`src/rtl/rgb_gray_stream_ctrl_if.sv`:
```
// Purpose : pixel stream bundle; RGB beats in (s_*), framed gray beats out (m_*).
// Latency : none, wires only.
// Backpressure: valid/ready on both sides; s_ready is driven by the controller.
// Ports   : slave  = controller view (consumes s_*, produces m_*);
//           master = environment view (source drives s_*, sink drives m_ready).
interface rgb_gray_stream_ctrl_if;
  logic       s_valid;
  logic       s_ready;
  logic [7:0] s_r;
  logic [7:0] s_g;
  logic [7:0] s_b;
  logic       s_sof;
  logic       s_eof;

  logic       m_valid;
  logic       m_ready;
  logic [7:0] m_gray;
  logic       m_sof;
  logic       m_eof;

  modport slave (
    input  s_valid, s_r, s_g, s_b, s_sof, s_eof, m_ready,
    output s_ready, m_valid, m_gray, m_sof, m_eof
  );

  modport master (
    output s_valid, s_r, s_g, s_b, s_sof, s_eof, m_ready,
    input  s_ready, m_valid, m_gray, m_sof, m_eof
  );
endinterface

```
`src/rtl/rgb_gray_stream_ctrl.sv`:
```
// Purpose : frames an RGB pixel stream, converts to brightness-adjusted 8-bit gray, keeps frame stats.
// Latency : 2 register stages (products, then sum/offset/clamp); 1 pixel/cycle when not stalled.
// Backpressure: both stages advance together only when the output slot is empty or being taken.
// Ports   : i_clk/i_rst (sync, active-high); i_cfg_level/i_cfg_we shadow level write;
//           px stream bundle (slave); o_busy, o_frame_cnt, o_last_frame_pixels,
//           o_drop_cnt, o_err_sof status.
module rgb_gray_stream_ctrl #(
  parameter int unsigned MAX_LEVEL = 10,
  parameter int unsigned STEP      = 20
) (
  input  logic                        i_clk,
  input  logic                        i_rst,
  input  logic [3:0]                  i_cfg_level,
  input  logic                        i_cfg_we,
  rgb_gray_stream_ctrl_if.slave       px,
  output logic                        o_busy,
  output logic [15:0]                 o_frame_cnt,
  output logic [23:0]                 o_last_frame_pixels,
  output logic [15:0]                 o_drop_cnt,
  output logic                        o_err_sof
);

  typedef enum logic {
    IDLE   = 1'b0,
    ACTIVE = 1'b1
  } state_t;

  state_t      r_state;
  state_t      w_state_nxt;
  logic        w_busy;

  logic [3:0]  r_shadow_level;
  logic [3:0]  r_active_level;
  logic [23:0] r_pix_cnt;
  logic [15:0] r_frame_cnt;
  logic [23:0] r_last_frame_pixels;
  logic [15:0] r_drop_cnt;
  logic        r_err_sof;

  // stage 1: weighted products plus per-pixel level and markers
  logic        r_s1_valid;
  logic [15:0] r_s1_mr;
  logic [15:0] r_s1_mg;
  logic [15:0] r_s1_mb;
  logic [3:0]  r_s1_level;
  logic        r_s1_sof;
  logic        r_s1_eof;

  // stage 2: output registers
  logic        r_m_valid;
  logic [7:0]  r_m_gray;
  logic        r_m_sof;
  logic        r_m_eof;

  logic        w_adv;
  logic        w_s_ready;
  logic        w_accept;
  logic        w_fwd;
  logic        w_drop;
  logic        w_frame_done;
  logic        w_sof_accept;
  logic [3:0]  w_cfg_clamped;
  logic [3:0]  w_new_active;
  logic [3:0]  w_pix_level;
  logic [23:0] w_pix_next;
  logic [15:0] w_mr;
  logic [15:0] w_mg;
  logic [15:0] w_mb;
  logic [7:0]  w_y;
  logic [8:0]  w_bright;
  logic [8:0]  w_t;
  logic [7:0]  w_gray;

  // The output slot frees up when empty or when the sink takes it this cycle.
  // s_ready is forced low while in reset so nothing is accepted on the reset edge.
  assign w_adv     = !r_m_valid || px.m_ready;
  assign w_s_ready = !i_rst && w_adv;
  assign w_accept  = px.s_valid && w_s_ready;

  // Any SOF beat is forwarded; non-SOF beats only inside a frame.
  assign w_sof_accept = w_accept && px.s_sof;
  assign w_fwd        = w_accept && (px.s_sof || (r_state == ACTIVE));
  assign w_drop       = w_accept && !px.s_sof && (r_state == IDLE);
  assign w_frame_done = w_fwd && px.s_eof;

  // SOF always restarts the count, so a 1-pixel frame or an in-frame restart counts from 1.
  assign w_pix_next = px.s_sof ? 24'd1 : (r_pix_cnt + 24'd1);

  assign w_cfg_clamped = (i_cfg_level > 4'(MAX_LEVEL)) ? 4'(MAX_LEVEL) : i_cfg_level;
  // A config write landing on the SOF beat wins over the older shadow value.
  assign w_new_active  = i_cfg_we ? w_cfg_clamped : r_shadow_level;
  // The SOF pixel itself must already use the newly loaded level.
  assign w_pix_level   = w_sof_accept ? w_new_active : r_active_level;

  assign w_mr = 16'(px.s_r) * 16'd77;
  assign w_mg = 16'(px.s_g) * 16'd150;
  assign w_mb = 16'(px.s_b) * 16'd29;

  // Weights sum to 256, so the 16-bit sum tops out at 65280 and y never exceeds 255.
  assign w_y      = 8'((r_s1_mr + r_s1_mg + r_s1_mb) >> 8);
  assign w_bright = 9'(r_s1_level) * 9'(STEP);
  assign w_t      = {1'b0, w_y} + w_bright;
  assign w_gray   = w_t[8] ? 8'hFF : w_t[7:0];

  // FSM state register
  always_ff @(posedge i_clk) begin
    if (i_rst) begin
      r_state <= IDLE;
    end else begin
      r_state <= w_state_nxt;
    end
  end

  // FSM next state; any forwarded beat decides the state from its EOF flag,
  // which also covers the 1-pixel SOF+EOF frame staying in IDLE.
  always_comb begin
    w_state_nxt = r_state;
    w_busy      = 1'b0;
    if (w_fwd) begin
      w_state_nxt = px.s_eof ? IDLE : ACTIVE;
    end
    if (r_state == ACTIVE) begin
      w_busy = 1'b1;
    end
  end

  // Level, counters and status
  always_ff @(posedge i_clk) begin
    if (i_rst) begin
      r_shadow_level      <= '0;
      r_active_level      <= '0;
      r_pix_cnt           <= '0;
      r_frame_cnt         <= '0;
      r_last_frame_pixels <= '0;
      r_drop_cnt          <= '0;
      r_err_sof           <= 1'b0;
    end else begin
      if (i_cfg_we) begin
        r_shadow_level <= w_cfg_clamped;
      end
      if (w_sof_accept) begin
        r_active_level <= w_new_active;
      end
      if (w_fwd) begin
        r_pix_cnt <= w_pix_next;
      end
      if (w_frame_done) begin
        r_frame_cnt         <= r_frame_cnt + 16'd1;
        r_last_frame_pixels <= w_pix_next;
      end
      if (w_drop && (r_drop_cnt != 16'hFFFF)) begin
        r_drop_cnt <= r_drop_cnt + 16'd1;
      end
      if (w_sof_accept && (r_state == ACTIVE)) begin
        r_err_sof <= 1'b1;
      end
    end
  end

  // Two-stage datapath; both stages move in lockstep on w_adv and hold otherwise.
  always_ff @(posedge i_clk) begin
    if (i_rst) begin
      r_s1_valid <= 1'b0;
      r_s1_mr    <= '0;
      r_s1_mg    <= '0;
      r_s1_mb    <= '0;
      r_s1_level <= '0;
      r_s1_sof   <= 1'b0;
      r_s1_eof   <= 1'b0;
      r_m_valid  <= 1'b0;
      r_m_gray   <= '0;
      r_m_sof    <= 1'b0;
      r_m_eof    <= 1'b0;
    end else if (w_adv) begin
      // a dropped IDLE beat leaves a bubble in stage 1
      r_s1_valid <= w_fwd;
      r_s1_mr    <= w_mr;
      r_s1_mg    <= w_mg;
      r_s1_mb    <= w_mb;
      r_s1_level <= w_pix_level;
      r_s1_sof   <= px.s_sof;
      r_s1_eof   <= px.s_eof;
      r_m_valid  <= r_s1_valid;
      r_m_gray   <= w_gray;
      r_m_sof    <= r_s1_sof;
      r_m_eof    <= r_s1_eof;
    end
  end

  assign px.s_ready          = w_s_ready;
  assign px.m_valid          = r_m_valid;
  assign px.m_gray           = r_m_gray;
  assign px.m_sof            = r_m_sof;
  assign px.m_eof            = r_m_eof;
  assign o_busy              = w_busy;
  assign o_frame_cnt         = r_frame_cnt;
  assign o_last_frame_pixels = r_last_frame_pixels;
  assign o_drop_cnt          = r_drop_cnt;
  assign o_err_sof           = r_err_sof;

endmodule

```
`src/flat_wrapper.sv`:
```
// flat-port wrapper written by rule: the top's interface ports become plain ports
module rgb_gray_stream_ctrl_flat 
#(
  parameter int unsigned MAX_LEVEL = 10,
  parameter int unsigned STEP      = 20
)
  (i_clk, i_rst, i_cfg_level, i_cfg_we, o_busy, o_frame_cnt, o_last_frame_pixels, o_drop_cnt, o_err_sof, px_s_valid, px_s_r, px_s_g, px_s_b, px_s_sof, px_s_eof, px_m_ready, px_s_ready, px_m_valid, px_m_gray, px_m_sof, px_m_eof);
  rgb_gray_stream_ctrl_if px_i ();
  input  logic i_clk;
  input  logic i_rst;
  input  logic [3:0] i_cfg_level;
  input  logic i_cfg_we;
  output logic o_busy;
  output logic [15:0] o_frame_cnt;
  output logic [23:0] o_last_frame_pixels;
  output logic [15:0] o_drop_cnt;
  output logic o_err_sof;
  input wire logic [$bits(px_i.s_valid)-1:0] px_s_valid;
  input wire logic [$bits(px_i.s_r)-1:0] px_s_r;
  input wire logic [$bits(px_i.s_g)-1:0] px_s_g;
  input wire logic [$bits(px_i.s_b)-1:0] px_s_b;
  input wire logic [$bits(px_i.s_sof)-1:0] px_s_sof;
  input wire logic [$bits(px_i.s_eof)-1:0] px_s_eof;
  input wire logic [$bits(px_i.m_ready)-1:0] px_m_ready;
  output wire logic [$bits(px_i.s_ready)-1:0] px_s_ready;
  output wire logic [$bits(px_i.m_valid)-1:0] px_m_valid;
  output wire logic [$bits(px_i.m_gray)-1:0] px_m_gray;
  output wire logic [$bits(px_i.m_sof)-1:0] px_m_sof;
  output wire logic [$bits(px_i.m_eof)-1:0] px_m_eof;
  assign px_i.s_valid = px_s_valid;
  assign px_i.s_r = px_s_r;
  assign px_i.s_g = px_s_g;
  assign px_i.s_b = px_s_b;
  assign px_i.s_sof = px_s_sof;
  assign px_i.s_eof = px_s_eof;
  assign px_i.m_ready = px_m_ready;
  assign px_s_ready = px_i.s_ready;
  assign px_m_valid = px_i.m_valid;
  assign px_m_gray = px_i.m_gray;
  assign px_m_sof = px_i.m_sof;
  assign px_m_eof = px_i.m_eof;
  rgb_gray_stream_ctrl #(.MAX_LEVEL(MAX_LEVEL), .STEP(STEP)) u_core (.i_clk(i_clk), .i_rst(i_rst), .i_cfg_level(i_cfg_level), .i_cfg_we(i_cfg_we), .px(px_i), .o_busy(o_busy), .o_frame_cnt(o_frame_cnt), .o_last_frame_pixels(o_last_frame_pixels), .o_drop_cnt(o_drop_cnt), .o_err_sof(o_err_sof));
endmodule
```
`config.mk`:
```
export PLATFORM = sky130hd
export DESIGN_NAME = rgb_gray_stream_ctrl_flat
export DESIGN_NICKNAME = d
export VERILOG_FILES = /design/src/rtl/rgb_gray_stream_ctrl_if.sv /design/src/rtl/rgb_gray_stream_ctrl.sv /design/src/flat_wrapper.sv
export SDC_FILE = /design/constraint.sdc
export NUM_CORES = 1
export LEC_CHECK = 0
export CAP_MARGIN = 20
export CORE_MARGIN = 3
export CORE_UTILIZATION = 48
export CTS_CLUSTER_DIAMETER = 40
export DETAILED_ROUTE_END_ITERATION = 6
export PLACE_DENSITY = 0.7
export SETUP_SLACK_MARGIN = 0.02
export SLEW_MARGIN = 20
export SYNTH_ARGS = -nofsm -noshare
export SYNTH_HDL_FRONTEND = slang
export SYNTH_SLANG_ARGS = --single-unit
```
`constraint.sdc`:
```
create_clock -name i_clk -period 3.8 [get_ports i_clk]
set_input_delay 0.76 -clock i_clk [delete_from_list [all_inputs] [get_ports i_clk]]
set_output_delay 0.76 -clock i_clk [all_outputs]
set_load 0.01 [all_outputs]
```
==> qor.csv, run 1 <==
metric;value;unit
largest net degree at the start of global routing;71;
Post-synth EDFFs;0;
DR pass1 iterations;5;
Clock Pin Slew Worst Setup and Hold Paths;0.06;ns
vias per cell;5.289;
Seq/Total Area, Yosys;29.70;%
Num CTS Buffers;17;
initial antenna violation count;0;
Die H;151.6;µm
cell taking the most area after synthesis;dfxtp_1;
RSZ-0062 raised after global routing;true;
most area-consuming cells after synthesis;dfxtp_1 (30%), ha_1 (15%), fa_1 (7.9%);
drt drc;0;
crit end category;flop;
worst-path cell chain;inv_2 > fa_1 > inv_1 > ha_1 > nand4b_1 > a21o_1 > a211oi_2 > o21ai_2 > o21ai_2 > xor2_1 > ha_1 > o21a_1 > o31a_1 > o21a_1 > or4_4 > nand2_4 > a211oi_1;
Post-Layout Cell Count;1659;
drt initial violations;339;
nets@finish;1577;
most common cell after layout, fill and taps aside;dfxtp_1;
setup-violating endpoint count in the final report;9;
leak pwr;5.805;nW
Synth Flop Type;dfxtp_1;
routed vias;8774;
Hold Crit Class;reg -> reg;
Root Driver;clkbuf_16;
initial cell density of the core;49.51;%
CP delay by family, top;compound AO/OA/AOI/OAI gates;
slowest stage cell, crit path;fa_1;
antenna diode count;0;
commonest non-fill, non-tap cells in the layout;dfxtp_1 (149), nand2_1 (130), ha_1 (114);
share of cells above drive strength 1;15.12;%
routability congestion estimate from global placement;0.8254;
Cell Area, Synth;10180;µm²
Die W;151.6;µm
worst clock skew;0.01536;ns
WL final;23710;µm
# port buffers;104;
post-synth cell types;60;
status;finished with violations;
post-layout min period;3.921;ns
Layout area overhead;28.42;%
H-tree levels;4;
Mapped Nets;1399;
crit-path max cell delay;0.52;ns
first-pass GRT wire length;39160;µm
Post-DRT Antenna Nets;0;
row count;52;
CP Buf/Inv Count;2;
violated checks;negative setup slack;
min-delay src;u_core.r_s1_mb[3]$_SDFFE_PP0N_;
kind of critical path;reg -> reg;
setup ws final;-0.1210;ns
yosys warns;0;
post-synth top area share;29.70;%
crit path from;u_core.r_s1_mb[2]$_SDFFE_PP0N_;
Worst VDD drop;366.6;µV
reg2reg start;u_core.r_s1_mb[2]$_SDFFE_PP0N_;
CTS tree;built;
Skew-Pair Late Insertion Delay;0.43;ns
placed cell count;1619;
register bit total from synthesis;151;
mean area per synthesized cell;8.496;µm²
critical path fanouts, max;6;
Post-Place Worst Slack;-0.5816;ns
max frequency;255.0;MHz
Total GRT Usage;20.63;%
power per cell area;521.5;nW/µm²
I/O pins;105;
Core ar.;20560;µm²
wire length per cell;14.29;µm
worst-margin pin slew;0.9184;ns
die area;22990;µm²
Worst Path Arrival;4.19;ns
required time worst endpoint;4.07;ns
max-slew violation count;0;
number of global-route vias before repair;8429;
startpoint class of the critical path;flop;
Hold Fails Final Rpt;0;
Period Utilization, post-route;103.2;%
Slew HR;38.30;%
clock sinks;151;
Max-cap violations;0;
Synth Instances;1198;
post-synthesis async set-or-reset flop share;0;%
hold buffer count at CTS;0;
WHS;0.4543;ns
Final HPWL DP;17120;µm
GR Overflow Total;0;
Clock Path Buffers;2;
cells in the mapped netlist (2+ instances only):
| master | n |
|---|---|
| dfxtp_1 | 151 |
| nand2_1 | 131 |
| ha_1 | 126 |
| inv_1 | 114 |
| nor2_1 | 111 |
| a21oi_1 | 86 |
| o21ai_0 | 52 |
| xor2_1 | 46 |
| fa_1 | 40 |
| clkbuf_1 | 35 |
| xnor2_1 | 32 |
| a211oi_1 | 27 |
| nand3_1 | 25 |
| nor3_1 | 22 |
| nand4_1 | 19 |
| a21o_1 | 18 |
| o21a_1 | 13 |
| nor2b_1 | 11 |
| or4_1 | 10 |
| mux2i_1 | 9 |
| or3_1 | 9 |
| buf_1 | 8 |
| a2bb2oi_1 | 7 |
| and3_1 | 7 |
| nor4_1 | 7 |
| o211ai_1 | 7 |
| o21bai_1 | 7 |
| a31o_2 | 6 |
| and2_1 | 6 |
| buf_2 | 6 |
| a21oi_2 | 4 |
| a22o_1 | 4 |
| a31oi_1 | 4 |
| a211o_1 | 3 |
| o31ai_1 | 3 |
| and4_1 | 2 |
| buf_6 | 2 |
| nand2b_1 | 2 |
| nand3_4 | 2 |
| nor3b_1 | 2 |
| o2111ai_1 | 2 |
| o41ai_1 | 2 |
worst register-to-register path, delay by kind of cell, from the launching register on:
family	cells	cell delay (ns)
AOI/OAI and AO/OA	8	1.32
xor gates and xnor gates	1	0.22
adders and majority gates	3	1.06
buffers and inverters	2	0.08
DFF	1	0.33
and+or+nand+nor	3	0.74
logic make-up (layout without fill, tap and decap cells):
logic type      Yosys count  in the layout  synth area share, %
fa+ha+maj               166            166                23.36
xor+xnor                 78             78                6.712
buf+inv                 166            357                6.380
compound gates          255            255                15.76
mux                       9              9               0.8851
flops                   151            151                29.70
simple gates            373            373                17.21
report_power, final:
part / total (W) / internal, W / switching, W
sequential: 0.00187 / 0.00176 / 0.000117
combinational: 0.00334 / 0.00170 / 0.00164
clock: 0.00160 / 0.000872 / 0.000732
total: 0.00682 / 0.00432 / 0.00249
final timing paths:
path	to	slack [ns]	depth (start not counted)
setup / recovery	u_core.px.m_gray[4]$_SDFFE_PP0N_	-0.12	17
hold / removal	u_core.r_s1_mb[3]$_SDFFE_PP0N_	0.45	2
setup reg to reg	u_core.px.m_gray[4]$_SDFFE_PP0N_	-0.12	17
hold reg to reg	u_core.r_s1_mb[3]$_SDFFE_PP0N_	0.45	2
state kept, by name, indices dropped and copies added, names as in the netlist, 4 cells and up:
| register | count |
|---|---|
| u_core.r_s1_mg | 15 |
| u_core.px.m_gray | 8 |
| u_core.r_s1_level | 4 |
| u_core.r_active_level | 4 |
| u_core.r_s1_mb | 13 |
| u_core.r_s1_mr | 15 |
| u_core.o_frame_cnt | 16 |
| u_core.o_drop_cnt | 16 |
| u_core.r_pix_cnt | 24 |
| u_core.o_last_frame_pixels | 24 |
| u_core.r_shadow_level | 4 |
repair_timing:
action	in CTS	in global routing
resized for setup	28	50
pin swaps	10	34
buffers inserted	3	5
setup endpoints to repair	17	23
cell type report:
cell class / instances / area [µm²]
flip-flops and latches: 151 / 3025
repair buffers: 211 / 1866
inverters: 114 / 427.9
multi-input cells: 881 / 6859
fillers: 1782 / 7488
clock inverters: 13 / 112.6
well taps: 270 / 337.8
clock buffers: 19 / 442.9
stage by stage:
step	utilization [%]	setup TNS, ns	instance area [µm²]	total power [W]
after floorplan	-	0	10190	0.003784
after global placement	58.86	-8.405	12100	0.004761
final	63.58	-0.9093	13070	0.006817
after global routing	63.58	-2.688	13070	0.007339
after detailed placement	58.86	-9.631	12100	0.004824
after CTS	62.12	-1.195	12770	0.006587
metal layers:
layer  wire length (µm)  part of all wire (%)  global-route usage (%)  vias to the layer above
li1                   -                     -                       -                     4455
met1              11610                    49                   28.91                     4168
met2              11070                    47                   33.36                      129
met3                779                   3.3                   4.134                       22
met4                244                   1.0                   3.953                        0
met5                  0                     0                       0                        -
Power figures use the tool's default switching activity.
==> inputs of run 2 (changes only) <==
- CORE_UTILIZATION: 48 -> 53
- PLACE_DENSITY: 0.7 -> 0.76
==> qor.csv, run 2 (synthesized netlist as in run 1, its figures left out) <==
metric;value;unit;change
violated checks;negative setup slack;;unchanged
Max-cap violations;0;;unchanged
Root Driver;clkbuf_16;;unchanged
initial cell density of the core;54.23;%;was 49.51%
Slew HR;39.54;%;was 38.30%
Post-Place Worst Slack;-0.6661;ns;was -0.5816 ns
critical path fanouts, max;6;;unchanged
max-slew violation count;0;;unchanged
Hold Crit Class;reg -> reg;;unchanged
Worst Path Arrival;4.22;ns;was 4.19 ns
Core Util, Final;69.89;%;was 63.58%
leak pwr;5.814;nW;was 5.805 nW
Num CTS Buffers;17;;unchanged
routed vias;8837;;was 8,774
required time worst endpoint;4.06;ns;was 4.07 ns
H-tree levels;4;;unchanged
area of the multi-input gates;6934;µm²;was 6859 µm²
status;finished with violations;;unchanged
Hold Fails Final Rpt;0;;unchanged
Skew-Pair Late Insertion Delay;0.43;ns;about the same
first-pass GRT wire length;40230;µm;was 39,160 µm
setup ws final;-0.1579;ns;was -0.1210 ns
power per cell area;538.7;nW/µm²;was 521.5 nW/µm²
drt initial violations;575;;was 339
nets@finish;1575;;was 1,577
Core ar.;18770;µm²;was 20,560 µm²
register area;3028;µm²;was 3025 µm²
largest net degree at the start of global routing;79;;was 71
die area;20900;µm²;was 22,990 µm²
max frequency;252.7;MHz;was 255.0 MHz
WL final;24550;µm;was 23,710 µm
row count;50;;was 52
number of global-route vias before repair;8589;;was 8,429
vias per cell;5.455;;was 5.289
setup-violating endpoint count in the final report;9;;unchanged
DR pass1 iterations;5;;unchanged
initial antenna violation count;0;;unchanged
share of cells above drive strength 1;16.45;%;was 15.12%
M3 GR Usage;4.993;%;was 4.134%
Worst VDD drop;391.2;µV;was 366.6 µV
Die H;144.6;µm;was 151.6 µm
drt drc;0;;unchanged
M1 GR Usage;31.05;%;was 28.91%
hold path depth;2;;unchanged
commonest non-fill, non-tap cells in the layout;dfxtp_1 (147), nand2_1 (128), ha_1 (114);;was dfxtp_1 (149), nand2_1 (130), ha_1 (114)
Post-DRT Antenna Nets;0;;unchanged
path depth of the worst reg2reg path;17;;unchanged
routability congestion estimate from global placement;0.8104;;was 0.8254
I/O pins;105;;unchanged
crit end category;flop;;unchanged
kind of critical path;reg -> reg;;unchanged
# port buffers;104;;unchanged
Final HPWL DP;17380;µm;was 17,120 µm
clock sinks;151;;unchanged
Tot Pwr;0.007065;W;was 0.006817 W
worst-margin pin slew;0.9069;ns;was 0.9184 ns
worst clock skew;0.01300;ns;was 0.01536 ns
Layout area overhead;28.86;%;was 28.42%
Total GRT Usage;23.55;%;was 20.63%
startpoint class of the critical path;flop;;unchanged
Clock Pin Slew Worst Setup and Hold Paths;0.06;ns;about the same
GR Overflow Total;0;;unchanged
gr busiest metal;met2;;unchanged
Layout fillers;1482;;was 1,782
RSZ-0062 raised after global routing;true;;unchanged
most common cell after layout, fill and taps aside;dfxtp_1;;unchanged
M2 GR Usage;39.16;%;was 33.36%
antenna diode count;0;;unchanged
Die W;144.6;µm;was 151.6 µm
Period Utilization, post-route;104.2;%;was 103.2%
CTS tree;built;;unchanged
wire length per cell;15.15;µm;was 14.29 µm
Clock Path Buffers;2;;unchanged
post-layout min period;3.958;ns;was 3.921 ns
hold buffer count at CTS;0;;unchanged
run 2: timing repair:
action | in CTS | in global routing
endpoints found under the setup margin | 19 | 23
pin swaps | 20 | 26
buffers inserted | 4 | 2
cloned | 0 | 0
gates resized for setup | 52 | 51
run 2: final timing paths:
path | slack (ns) | startpoint | to
setup / recovery | -0.16 | u_core.r_s1_mg[3]$_SDFFE_PP0N_ | u_core.px.m_gray[4]$_SDFFE_PP0N_
hold / removal | 0.45 | u_core.r_s1_mr[12]$_SDFFE_PP0N_ | u_core.r_s1_mr[12]$_SDFFE_PP0N_
hold reg to reg | 0.45 | u_core.r_s1_mr[12]$_SDFFE_PP0N_ | u_core.r_s1_mr[12]$_SDFFE_PP0N_
setup reg to reg | -0.16 | u_core.r_s1_mg[3]$_SDFFE_PP0N_ | u_core.px.m_gray[4]$_SDFFE_PP0N_
run 2: per-stage QoR:
step	hold WS (ns)	cells	setup TNS (ns)	instance area, µm²
finish	0.4516	1620	-1.097	13120
global route	0.4741	1620	-2.461	13120
CTS	0.4516	1618	-0.9304	12870
floorplan	0.4318	1198	0	10190
global placement	0.4352	1583	-8.306	12060
detailed placement	0.4444	1583	-10.57	12060
run 2: critical path: stages, from the launching register on:
cell	delay, ns
dfxtp_2	0.33
inv_2	0.04
fa_1	0.53
inv_1	0.04
ha_1	0.29
o21ai_2	0.13
a21o_1	0.15
a211oi_2	0.10
o21ai_2	0.25
nor2b_4	0.23
xor2_2	0.18
fa_2	0.28
nor2b_4	0.05
o31a_1	0.26
o21a_1	0.19
or4_4	0.52
nand2_4	0.14
a211oi_1	0.08
run 2: routing by layer:
metal | routed length, µm | vias up
li1 | - | 4455
met5 | 0 | -
met4 | 371 | 0
met2 | 12100 | 172
met1 | 10960 | 4179
met3 | 1108 | 31
run 2: area by class of cell:
class | count | area share [%]
Multi-Input combinational cell | 881 | 52.87
Sequential cell | 151 | 23.09
Timing Repair Buffer | 209 | 14.06
Inverter | 114 | 3.262
Clock buffer | 17 | 3.243
Tap cell | 234 | 2.232
Clock inverter | 14 | 1.250
run 2: where the power goes:
part           total, W  leakage, nW  switching (W)  internal (W)
clock           0.00171        0.285       0.000728      0.000984
sequential      0.00188         1.23       0.000119       0.00176
combinational   0.00348         4.29        0.00173       0.00174
==> inputs of run 3 (changes only) <==
- CORE_MARGIN: 3 -> not set
- SKIP_CTS_REPAIR_TIMING: not set -> 1
- clock period: 3.8 -> 3.2 ns (I/O delays scaled with it)
==> qor.csv, run 3 (synthesized netlist as in run 1, its figures left out) <==
metric;value;unit;change
setup ws final;-0.8194;ns;was -0.1579 ns
path depth of the worst reg2reg path;17;;unchanged
Max-cap violations;0;;unchanged
required time worst endpoint;3.48;ns;was 4.06 ns
RSZ-0062 raised after global routing;true;;unchanged
Num CTS Buffers;17;;unchanged
power per cell area;649.8;nW/µm²;was 538.7 nW/µm²
reg2reg start;u_core.r_s1_mb[2]$_SDFFE_PP0N_;;was u_core.r_s1_mg[3]$_SDFFE_PP0N_
status;finished with violations;;unchanged
Die W;140.6;µm;was 144.6 µm
Worst R2R End;u_core.px.m_gray[3]$_SDFFE_PP0N_;;was u_core.px.m_gray[4]$_SDFFE_PP0N_
Skew-Pair Late Insertion Delay;0.43;ns;about the same
hold path depth;2;;unchanged
Post-DRT Antenna Nets;0;;unchanged
CP delay by family, top;compound AO/OA/AOI/OAI gates;;unchanged
# port buffers;104;;unchanged
largest net degree at the start of global routing;63;;was 79
Period Utilization, post-route;125.6;%;was 104.2%
Final HPWL DP;17510;µm;was 17,380 µm
Clock Pin Slew Worst Setup and Hold Paths;0.07;ns;was 0.06 ns
Core ar.;18770;µm²;unchanged
drt initial violations;415;;was 575
FF-to-FF setup slack;-0.82;ns;was -0.16 ns
number of global-route vias before repair;8711;;was 8,589
most common cell after layout, fill and taps aside;dfxtp_1;;unchanged
setup-violating endpoint count in the final report;10;;was 9
CP Buf/Inv Count;2;;unchanged
Root Driver;clkbuf_16;;unchanged
worst-path cell chain;inv_2 > fa_1 > inv_1 > ha_1 > nand4b_1 > a21o_1 > a211oi_4 > o21ai_4 > o21ai_2 > xor2_1 > ha_1 > o21a_1 > o31a_1 > o21a_1 > or4_4 > nand2_4 > a211oi_2;;was inv_2 > fa_1 > inv_1 > ha_1 > o21ai_2 > a21o_1 > a211oi_2 > o21ai_2 > nor2b_4 > xor2_2 > fa_2 > nor2b_4 > o31a_1 > o21a_1 > or4_4 > nand2_4 > a211oi_1
worst clock skew;0.01280;ns;was 0.01300 ns
die area;19760;µm²;was 20,900 µm²
dpl cell area;12590;µm²;was 12,060 µm²
crit end category;flop;;unchanged
Layout area overhead;32.64;%;was 28.86%
antenna diode count;0;;unchanged
share of cells above drive strength 1;20.23;%;was 16.45%
min-delay src;u_core.px.m_eof$_SDFFE_PP0N_;;was u_core.r_s1_mr[12]$_SDFFE_PP0N_
routability congestion estimate from global placement;0.8192;;was 0.8104
commonest non-fill, non-tap cells in the layout;dfxtp_1 (148), nand2_1 (128), buf_4 (128);;was dfxtp_1 (147), nand2_1 (128), ha_1 (114)
Die H;140.6;µm;was 144.6 µm
vias per cell;5.430;;was 5.455
Total GRT Usage;25.19;%;was 23.55%
row count;50;;unchanged
max-slew violation count;0;;unchanged
GR Overflow Total;0;;unchanged
H-tree levels;4;;unchanged
routed vias;8922;;was 8,837
Hold Crit Class;reg -> reg;;unchanged
crit-path max cell delay;0.52;ns;was 0.53 ns
DR pass1 iterations;4;;was 5
Final Cell Area;13500;µm²;was 13,120 µm²
initial cell density of the core;54.23;%;unchanged
Hold Fails Final Rpt;0;;unchanged
Core Util, Final;71.93;%;was 69.89%
Worst Path Arrival;4.30;ns;was 4.22 ns
CTS tree;built;;unchanged
first-pass GRT wire length;40840;µm;was 40,230 µm
Worst VDD drop;513.1;µV;was 391.2 µV
I/O pins;105;;unchanged
slowest stage cell, crit path;fa_1;;unchanged
Clock Path Buffers;2;;unchanged
post-layout min period;4.019;ns;was 3.958 ns
clock sinks;151;;unchanged
worst-margin pin slew;1.004;ns;was 0.9069 ns
kind of critical path;reg -> reg;;unchanged
leak pwr;5.989;nW;was 5.814 nW
nets@finish;1597;;was 1,575
drt drc;0;;unchanged
startpoint class of the critical path;flop;;unchanged
initial antenna violation count;0;;unchanged
max frequency;248.8;MHz;was 252.7 MHz
violated checks;negative setup slack;;unchanged
wire length per cell;14.74;µm;was 15.15 µm
Slew HR;32.57;%;was 39.54%
WL final;24220;µm;was 24,550 µm
WHS Endpoint;u_core.px.m_eof$_SDFFE_PP0N_;;was u_core.r_s1_mr[12]$_SDFFE_PP0N_
Post-Place Worst Slack;-0.9503;ns;was -0.6661 ns
critical path fanouts, max;6;;unchanged
==> run 3: tightest hold or removal path: stages, from the launching register on <==
cell and delay [ns]:
dfxtp_1 0.31, nand2_1 0.05, a21oi_1 0.05
==> run 3: per-stage QoR <==
| stage | power (W) | TNS (ns) | instances | hold WS (ns) |
|---|---|---|---|---|
| finish | 0.008772 | -6.559 | 1643 | 0.4504 |
| global route | 0.009391 | -8.136 | 1643 | 0.4763 |
| CTS | 0.008361 | -13.16 | 1635 | 0.4548 |
| detailed placement | 0.006327 | -24.11 | 1603 | 0.4458 |
| global placement | 0.006194 | -21.31 | 1603 | 0.4366 |
| floorplan | 0.004863 | -4.031 | 1198 | 0.4318 |
==> run 3: layout make-up <==
class / instances / area, µm²
Fill cell: 1382 / 5268
Clock buffer: 17 / 425.4
Inverter: 114 / 427.9
Multi-Input combinational cell: 881 / 7164
Clock inverter: 15 / 155.1
Timing Repair Buffer: 231 / 2008
Sequential cell: 151 / 3027
Tap cell: 234 / 292.8
==> run 3: worst max-delay path by stage <==
stage                                        start                          endpoint  cells past startpoint
floorplan           u_core.r_s1_mb[2]$_SDFFE_PP0N_  u_core.px.m_gray[3]$_SDFFE_PP0N_                     17
global placement                         px_s_r[4]   u_core.r_s1_mr[13]$_SDFFE_PP0N_                     14
detailed placement                       px_s_r[4]   u_core.r_s1_mr[13]$_SDFFE_PP0N_                     14
CTS                 u_core.r_s1_mb[2]$_SDFFE_PP0N_  u_core.px.m_gray[2]$_SDFFE_PP0N_                     17
global route        u_core.r_s1_mr[2]$_SDFFE_PP0N_  u_core.px.m_gray[5]$_SDFFE_PP0N_                     18
finish              u_core.r_s1_mb[2]$_SDFFE_PP0N_  u_core.px.m_gray[3]$_SDFFE_PP0N_                     17
==> run 3: routing by layer <==
layer	vias up	global-route usage, %	part of all wire, %
li1	4489	-	-
met1	4238	33.18	46
met2	152	42.03	48
met3	43	4.178	3.7
met4	0	8.524	2.4
met5	-	0	0
==> run 3: power breakdown <==
part / internal [W] / switching, W / total (W)
Sequential: 0.00209 / 0.000143 / 0.00223
Clock: 0.00110 / 0.000899 / 0.00200
Combinational: 0.00236 / 0.00218 / 0.00454
Total: 0.00555 / 0.00322 / 0.00877
